### src/rtl/mandala_pkg.sv
// Shared types and constants for the mandala per-frame animation controller.
package mandala_pkg;

  typedef enum logic [1:0] {
    ST_RUN          = 2'd0,
    ST_PAUSED       = 2'd1,
    ST_STEP_PENDING = 2'd2
  } state_t;

  localparam logic [7:0] SEED_INIT           = 8'hAC;
  // Feedback taps at bits 7,5,4,3 give a maximal-length sequence, so 0 is never reached.
  localparam logic [7:0] LFSR_TAPS           = 8'b1011_1000;
  localparam int         DEBOUNCE_CYCLES_DEF = 250000;

  function automatic logic [7:0] lfsr_next(input logic [7:0] s);
    return {s[6:0], ^(s & LFSR_TAPS)};
  endfunction

  function automatic logic [2:0] div_limit(input logic [1:0] spd);
    logic [3:0] frames;
    frames = 4'd1 << spd;
    return 3'(frames - 4'd1);
  endfunction

endpackage

### src/rtl/mandala_button_debounce.sv
// Raw pushbutton to clean press pulse: 2-flop synchroniser, stability counter,
// debounced level and a one-cycle pulse on its rising edge.
module button_debounce
  import mandala_pkg::*;
#(
  parameter int DEBOUNCE_CYCLES = DEBOUNCE_CYCLES_DEF,
  parameter int DB_W            = 18
) (
  input  logic clk,
  input  logic rst_n,
  input  logic btn,
  output logic press
);

  localparam logic [DB_W-1:0] CNT_LAST = DB_W'(DEBOUNCE_CYCLES - 1);

  logic            sync1;
  logic            sync2;
  logic            level;
  logic            level_d;
  logic [DB_W-1:0] cnt;

  always_ff @(posedge clk or negedge rst_n) begin
    if (!rst_n) begin
      sync1   <= 1'b0;
      sync2   <= 1'b0;
      level   <= 1'b0;
      level_d <= 1'b0;
      press   <= 1'b0;
      cnt     <= '0;
    end else begin
      sync1   <= btn;
      sync2   <= sync1;
      level_d <= level;
      press   <= level & ~level_d;
      if (sync2 == level) begin
        cnt <= '0;
      end else if (cnt == CNT_LAST) begin
        level <= ~level;
        cnt   <= '0;
      end else begin
        cnt <= cnt + 1'b1;
      end
    end
  end

endmodule

### src/rtl/mandala_frame_ctrl.sv
// Per-frame animation controller: vsync rise detect, pause/step FSM, frame
// divider and the animation registers, all in the pixel-clock domain.
//
//   state           | meaning
//   ST_RUN          | rises advance the animation through the frame divider
//   ST_PAUSED       | rises ignored, waiting for resume or a step press
//   ST_STEP_PENDING | next rise advances once, then back to ST_PAUSED
module mandala_frame_ctrl
  import mandala_pkg::*;
#(
  parameter int DEBOUNCE_CYCLES = DEBOUNCE_CYCLES_DEF,
  parameter int DB_W            = 18
) (
  input  logic       clk,
  input  logic       rst_n,
  input  logic       vsync,
  input  logic       btn_pause,
  input  logic       btn_step,
  input  logic [1:0] speed,
  input  logic       freeze_seed,
  output logic       frame_tick,
  output logic [7:0] pattern_counter,
  output logic [5:0] color_counter,
  output logic       mode_select,
  output logic [7:0] seed,
  output logic       paused
);

  state_t     state;
  state_t     state_next;
  logic [2:0] div;
  logic [2:0] div_next;
  logic       advance;
  logic       vsync_q;
  logic       rise;
  logic       pause_press;
  logic       step_press;

  button_debounce #(
    .DEBOUNCE_CYCLES(DEBOUNCE_CYCLES),
    .DB_W           (DB_W)
  ) u_db_pause (
    .clk  (clk),
    .rst_n(rst_n),
    .btn  (btn_pause),
    .press(pause_press)
  );

  button_debounce #(
    .DEBOUNCE_CYCLES(DEBOUNCE_CYCLES),
    .DB_W           (DB_W)
  ) u_db_step (
    .clk  (clk),
    .rst_n(rst_n),
    .btn  (btn_step),
    .press(step_press)
  );

  assign rise = vsync & ~vsync_q;

  always_ff @(posedge clk or negedge rst_n) begin
    if (!rst_n) begin
      state <= ST_RUN;
      div   <= 3'd0;
    end else begin
      state <= state_next;
      div   <= div_next;
    end
  end

  always_comb begin
    state_next = state;
    div_next   = div;
    advance    = 1'b0;
    case (state)
      ST_RUN: begin
        // >= rather than == so lowering speed below div still fires next rise
        if (rise) begin
          if (div >= div_limit(speed)) begin
            div_next = 3'd0;
            advance  = 1'b1;
          end else begin
            div_next = div + 3'd1;
          end
        end
        if (pause_press) state_next = ST_PAUSED;
      end
      ST_PAUSED: begin
        if (pause_press)     state_next = ST_RUN;
        else if (step_press) state_next = ST_STEP_PENDING;
      end
      ST_STEP_PENDING: begin
        if (pause_press) begin
          state_next = ST_RUN;
        end else if (rise) begin
          advance    = 1'b1;
          div_next   = 3'd0;
          state_next = ST_PAUSED;
        end
      end
      default: state_next = ST_RUN;
    endcase
  end

  // vsync_q resets high so a reset released mid-pulse yields no tick.
  always_ff @(posedge clk or negedge rst_n) begin
    if (!rst_n) begin
      vsync_q         <= 1'b1;
      frame_tick      <= 1'b0;
      paused          <= 1'b0;
      pattern_counter <= 8'd0;
      color_counter   <= 6'd0;
      mode_select     <= 1'b0;
      seed            <= SEED_INIT;
    end else begin
      vsync_q    <= vsync;
      frame_tick <= rise;
      paused     <= (state_next != ST_RUN);
      if (advance) begin
        pattern_counter <= pattern_counter + 8'd1;
        color_counter   <= color_counter + 6'd1;
        mode_select     <= pattern_counter[7];
        if (!freeze_seed) seed <= lfsr_next(seed);
      end
    end
  end

endmodule

### config.mk
export PLATFORM = sky130hd
export DESIGN_NAME = mandala_frame_ctrl
export DESIGN_NICKNAME = d
export VERILOG_FILES = /design/src/rtl/mandala_pkg.sv /design/src/rtl/mandala_button_debounce.sv /design/src/rtl/mandala_frame_ctrl.sv
export SDC_FILE = /design/constraint.sdc
export NUM_CORES = 1
export LEC_CHECK = 0
export CAP_MARGIN = 15
export CELL_PAD_IN_SITES_DETAIL_PLACEMENT = 1
export CELL_PAD_IN_SITES_GLOBAL_PLACEMENT = 2
export CORE_ASPECT_RATIO = 0.6
export CORE_MARGIN = 2
export CORE_UTILIZATION = 41
export CTS_CLUSTER_SIZE = 16
export DETAILED_ROUTE_END_ITERATION = 6
export PLACE_DENSITY_LB_ADDON = 0.08
export REMOVE_ABC_BUFFERS = 1
export SYNTH_ARGS = -nofsm -noshare
export SYNTH_HDL_FRONTEND = slang
export SYNTH_HIERARCHICAL = 1
export SYNTH_SLANG_ARGS = --single-unit
### constraint.sdc
create_clock -name clk -period 4.95 [get_ports clk]
set_clock_uncertainty 0.05 [all_clocks]
set_input_delay 0.99 -clock clk [delete_from_list [all_inputs] [get_ports clk]]
set_output_delay 0.99 -clock clk [all_outputs]
set_load 0.03 [all_outputs]
==> summary.txt <==
Status
  – Status: finished, final reports clean

STA
  – Setup TNS: 0 ps
  – Slew Limit Fails: 0
  – RSZ-0062 raised after global routing: no
  – Setup ws final: about 1600 ps
  – Worst-Margin Slew: 1080 ps
  – Fmax: 299 MHz
  – Final Critical Period: about 3300 ps
  – Final setup fails: 0
  – Final worst path period share: 0.677
  – Max_slew headroom: 0.276
  – Hold_ws: ~300 ps
  – Hold Violations, Final: 0

Clocking
  – CTS Buf Count: 9
  – H-tree levels: 3
  – CTS Buffer Depth: 2
  – Setup repair bufs after CTS: 0
  – Clock Root Buffer: clkbuf_16
  – Clk_lat worst skew: about 330 ps
  – Clock net sink count: 77
  – Clock-pin slew of the registers on the worst-case setup and hold paths: ~60 ps
  – CTS tree: done
  – Cts hold-fix bufs: 0
  – Resized cells post-CTS: 0

Cells and area
  – Area Growth Syn to Fin: 19.5%
  – Util after Layout: 0.511
  – Nets@finish: around 370
  – Antenna cells: 0
  – Share of layout cells above drive strength 1: 0.127

Route
  – First drt pass iteration count: 4
  – Routed len/inst: 16.5 µm
  – Routed Wire Length: about 7800 µm
  – Via density: roughly 5.4
  – Vias: 2566
  – Post-route DRC: 0
  – Iter 0 DRT Violations: 171
  – Routed Antenna Nets: 0

Critical path
  – Critical-path top delay cell: or3_1
  – R2R setup slack: roughly 2500 ps
  – Cell Chain, Critical Path: clkdlybuf4s50_1, or2_2, ha_1, nand2b_1, a311oi_2, buf_4, or3_1, mux2_4
  – Critical Path Sink Type: flip-flop
  – CP peak stage delay: approximately 460 ps
  – Worst EP required: approximately 5100 ps
  – Crit path kind: in2reg
  – Crit path DAT: about 3500 ps
  – CP max FO: 14
  – CP startpoint kind: primary input

Global routing
  – Vias in the first global route: 2655
  – Largest net degree at the start of global routing: 78
  – Initial antenna violation count: 0
  – First-pass GRT wire length: between 10000 and 15000 µm
  – Remaining global-route overflow: 0
  – GRT Overall Usage: 0.176

Power
  – Peak supply drop: 0.000158 V
  – Reg power frac: 0.469
  – Comb pwr share: 0.034
  – Pwr per Cell Area: roughly 310 mW/mm²
  – Leakage power: roughly 2.0 nW
  – Clock share of power: 0.497
  – Pint: 1.09 mW
  – Switching Share: 0.204
  – Total power: ~1.4 mW
  – P_sw: around 0.28 mW

Synthesis
  – Sequential area share after synthesis: 0.526
  – Mapped cell area: 0.00367 mm²
  – Warnings, synthesis: 6
  – Post-synth top flop: dfrtp_1
  – Number of synthesized flops with an enable pin: 0
  – Seq cells post-synth: just under 80
  – Post-synthesis cell count: between 300 and 400
  – Post-synth cell types: 44
  – Fraction of registers with async set/reset: 1.00
  – Mean Syn Cell Area: between 10 and 15 µm²

Floorplanning
  – # IOs: 33
  – Initial Utilization: 0.428
  – Die height: around 77 µm
  – Die area: just under 0.01 mm²
  – Die W: about 130 µm
  – Row Count: 26
  – Core Box Area: 0.00859 mm²

Placement
  – Post-DP HPWL: 5220 µm
  – IO buf count: 32
  – Routability Congestion: roughly 0.73
  – Pre-CTS WS: around 1300 ps

Hold path
  – Min-delay worst type: reg2reg

Run
  – Max-cap viol count: 0
==> state kept, by name, indices dropped and copies added, names as in the netlist, 2 cells and up <==
signal,cells
u_db_pause/cnt,18
u_db_step/cnt,18
color_counter,6
div,3
state,2
pattern_counter,8
seed,8
==> cells by family after synthesis <==
family / Yosys count / share of synthesized area
compound gates: 35 / 0.0736
xor+xnor: 38 / 0.0906
fa+ha+maj: 8 / 0.0273
buf+inv: 12 / 0.0211
flops: 77 / 0.526
mux: 15 / 0.0538
simple gates: 136 / 0.207
==> synth_stat cells (all sizes together) (3+ instances only) <==
| cell | number | area, µm² |
|---|---|---|
| a21oi | 13 | 65.1 |
| and3 | 4 | 25.0 |
| and4 | 8 | 72.6 |
| buf | 5 | 43.8 |
| dfrtp | 72 | 1800 |
| dfstp | 5 | 131 |
| ha | 8 | 100 |
| inv | 5 | 18.8 |
| mux2 | 14 | 188 |
| nand2 | 24 | 92.6 |
| nand3 | 20 | 100 |
| nand4 | 7 | 43.8 |
| nor2 | 32 | 120 |
| nor2b | 3 | 18.8 |
| nor3 | 3 | 15.0 |
| nor3b | 4 | 41.3 |
| nor4 | 6 | 37.5 |
| nor4b | 5 | 56.3 |
| o21ai | 5 | 25.0 |
| o31ai | 8 | 60.1 |
| or3 | 5 | 31.3 |
| or4 | 8 | 60.1 |
| xnor2 | 6 | 52.6 |
| xor2 | 32 | 280 |
==> per-stage QoR <==
| stage | area (µm²) | instances |
|---|---|---|
| 3_5_place_dp | 4080 | 459 |
| 6_report | 4390 | 475 |
| 4_1_cts | 4390 | 475 |
| 3_3_place_gp | 4080 | 459 |
| 5_1_grt | 4390 | 475 |
| 2_1_floorplan | 3610 | 314 |
==> placed cells by master (no fill, tap or decap), drive strengths merged, types with 2 or more instances in the layout <==
cell type      Yosys  layout
buf                5       2
nor4               6       6
nor4b              5       5
clkinv             0       3
o21ai              5       5
clkbuf             2      11
o31ai              8       8
and3               4       4
ha                 8       8
nand4              7       7
o41ai              2       2
nor3               3       3
inv                5       5
bufinv             0       2
nand3b             2       2
and2               2       2
xor2              32      32
nand2             24      24
nor2b              3       3
or4                8       8
and4               8       8
nand2b             2       2
or3                5       5
mux2              14      14
dfstp              5       5
clkdlybuf4s50      0      31
dfrtp             72      72
nor3b              4       4
xnor2              6       6
nand3             20      20
a21oi             13      13
nor2              32      32
==> layout make-up <==
class / count / area (µm²)
flip-flops and latches: 77 / 1930
clock inverters: 5 / 75.1
repair buffers: 33 / 325
fillers: 917 / 4200
inverters: 5 / 18.8
multi-input cells: 232 / 1660
well taps: 112 / 140
clock buffers: 11 / 233
==> power groups by stage <==
| stage | clock, mW | combinational (mW) | sequential (mW) |
|---|---|---|---|
| floorplan | 0 | 0.0202 | 0.654 |
| global placement | 0 | 0.0466 | 0.654 |
| detailed placement | 0 | 0.0477 | 0.654 |
| CTS | 0.704 | 0.0480 | 0.644 |
| global route | 0.733 | 0.0523 | 0.644 |
| finish | 0.682 | 0.0461 | 0.644 |
==> per-layer routing <==
layer  routed length (µm)  global-route usage  up-vias
met3                  257              0.0579        7
met4                   74              0.0648        0
met5                    0                   0        -
met1                 4160               0.257     1296
met2                 3350               0.241       34
li1                     -                   -     1229
==> path summary, 6_finish.rpt <==
check,startpoint,to,depth (start not counted)
max,speed[1],seed[1],8
min,u_db_pause/sync1,u_db_pause/sync2,0
max reg2reg,div[2],seed[1],6
min reg2reg,u_db_pause/sync1,u_db_pause/sync2,0
max in group asynchronous,rst_n,u_db_pause/cnt[3],1
min in group asynchronous,rst_n,seed[6],1
==> critical path: cells and delay by family <==
family | cells | cell delay (ps)
simple gates | 3 | 950
mux | 1 | 350
fa+ha+maj | 1 | 270
compound gates | 1 | 270
buf+inv | 2 | 680
(Power assumes the default switching activity.)
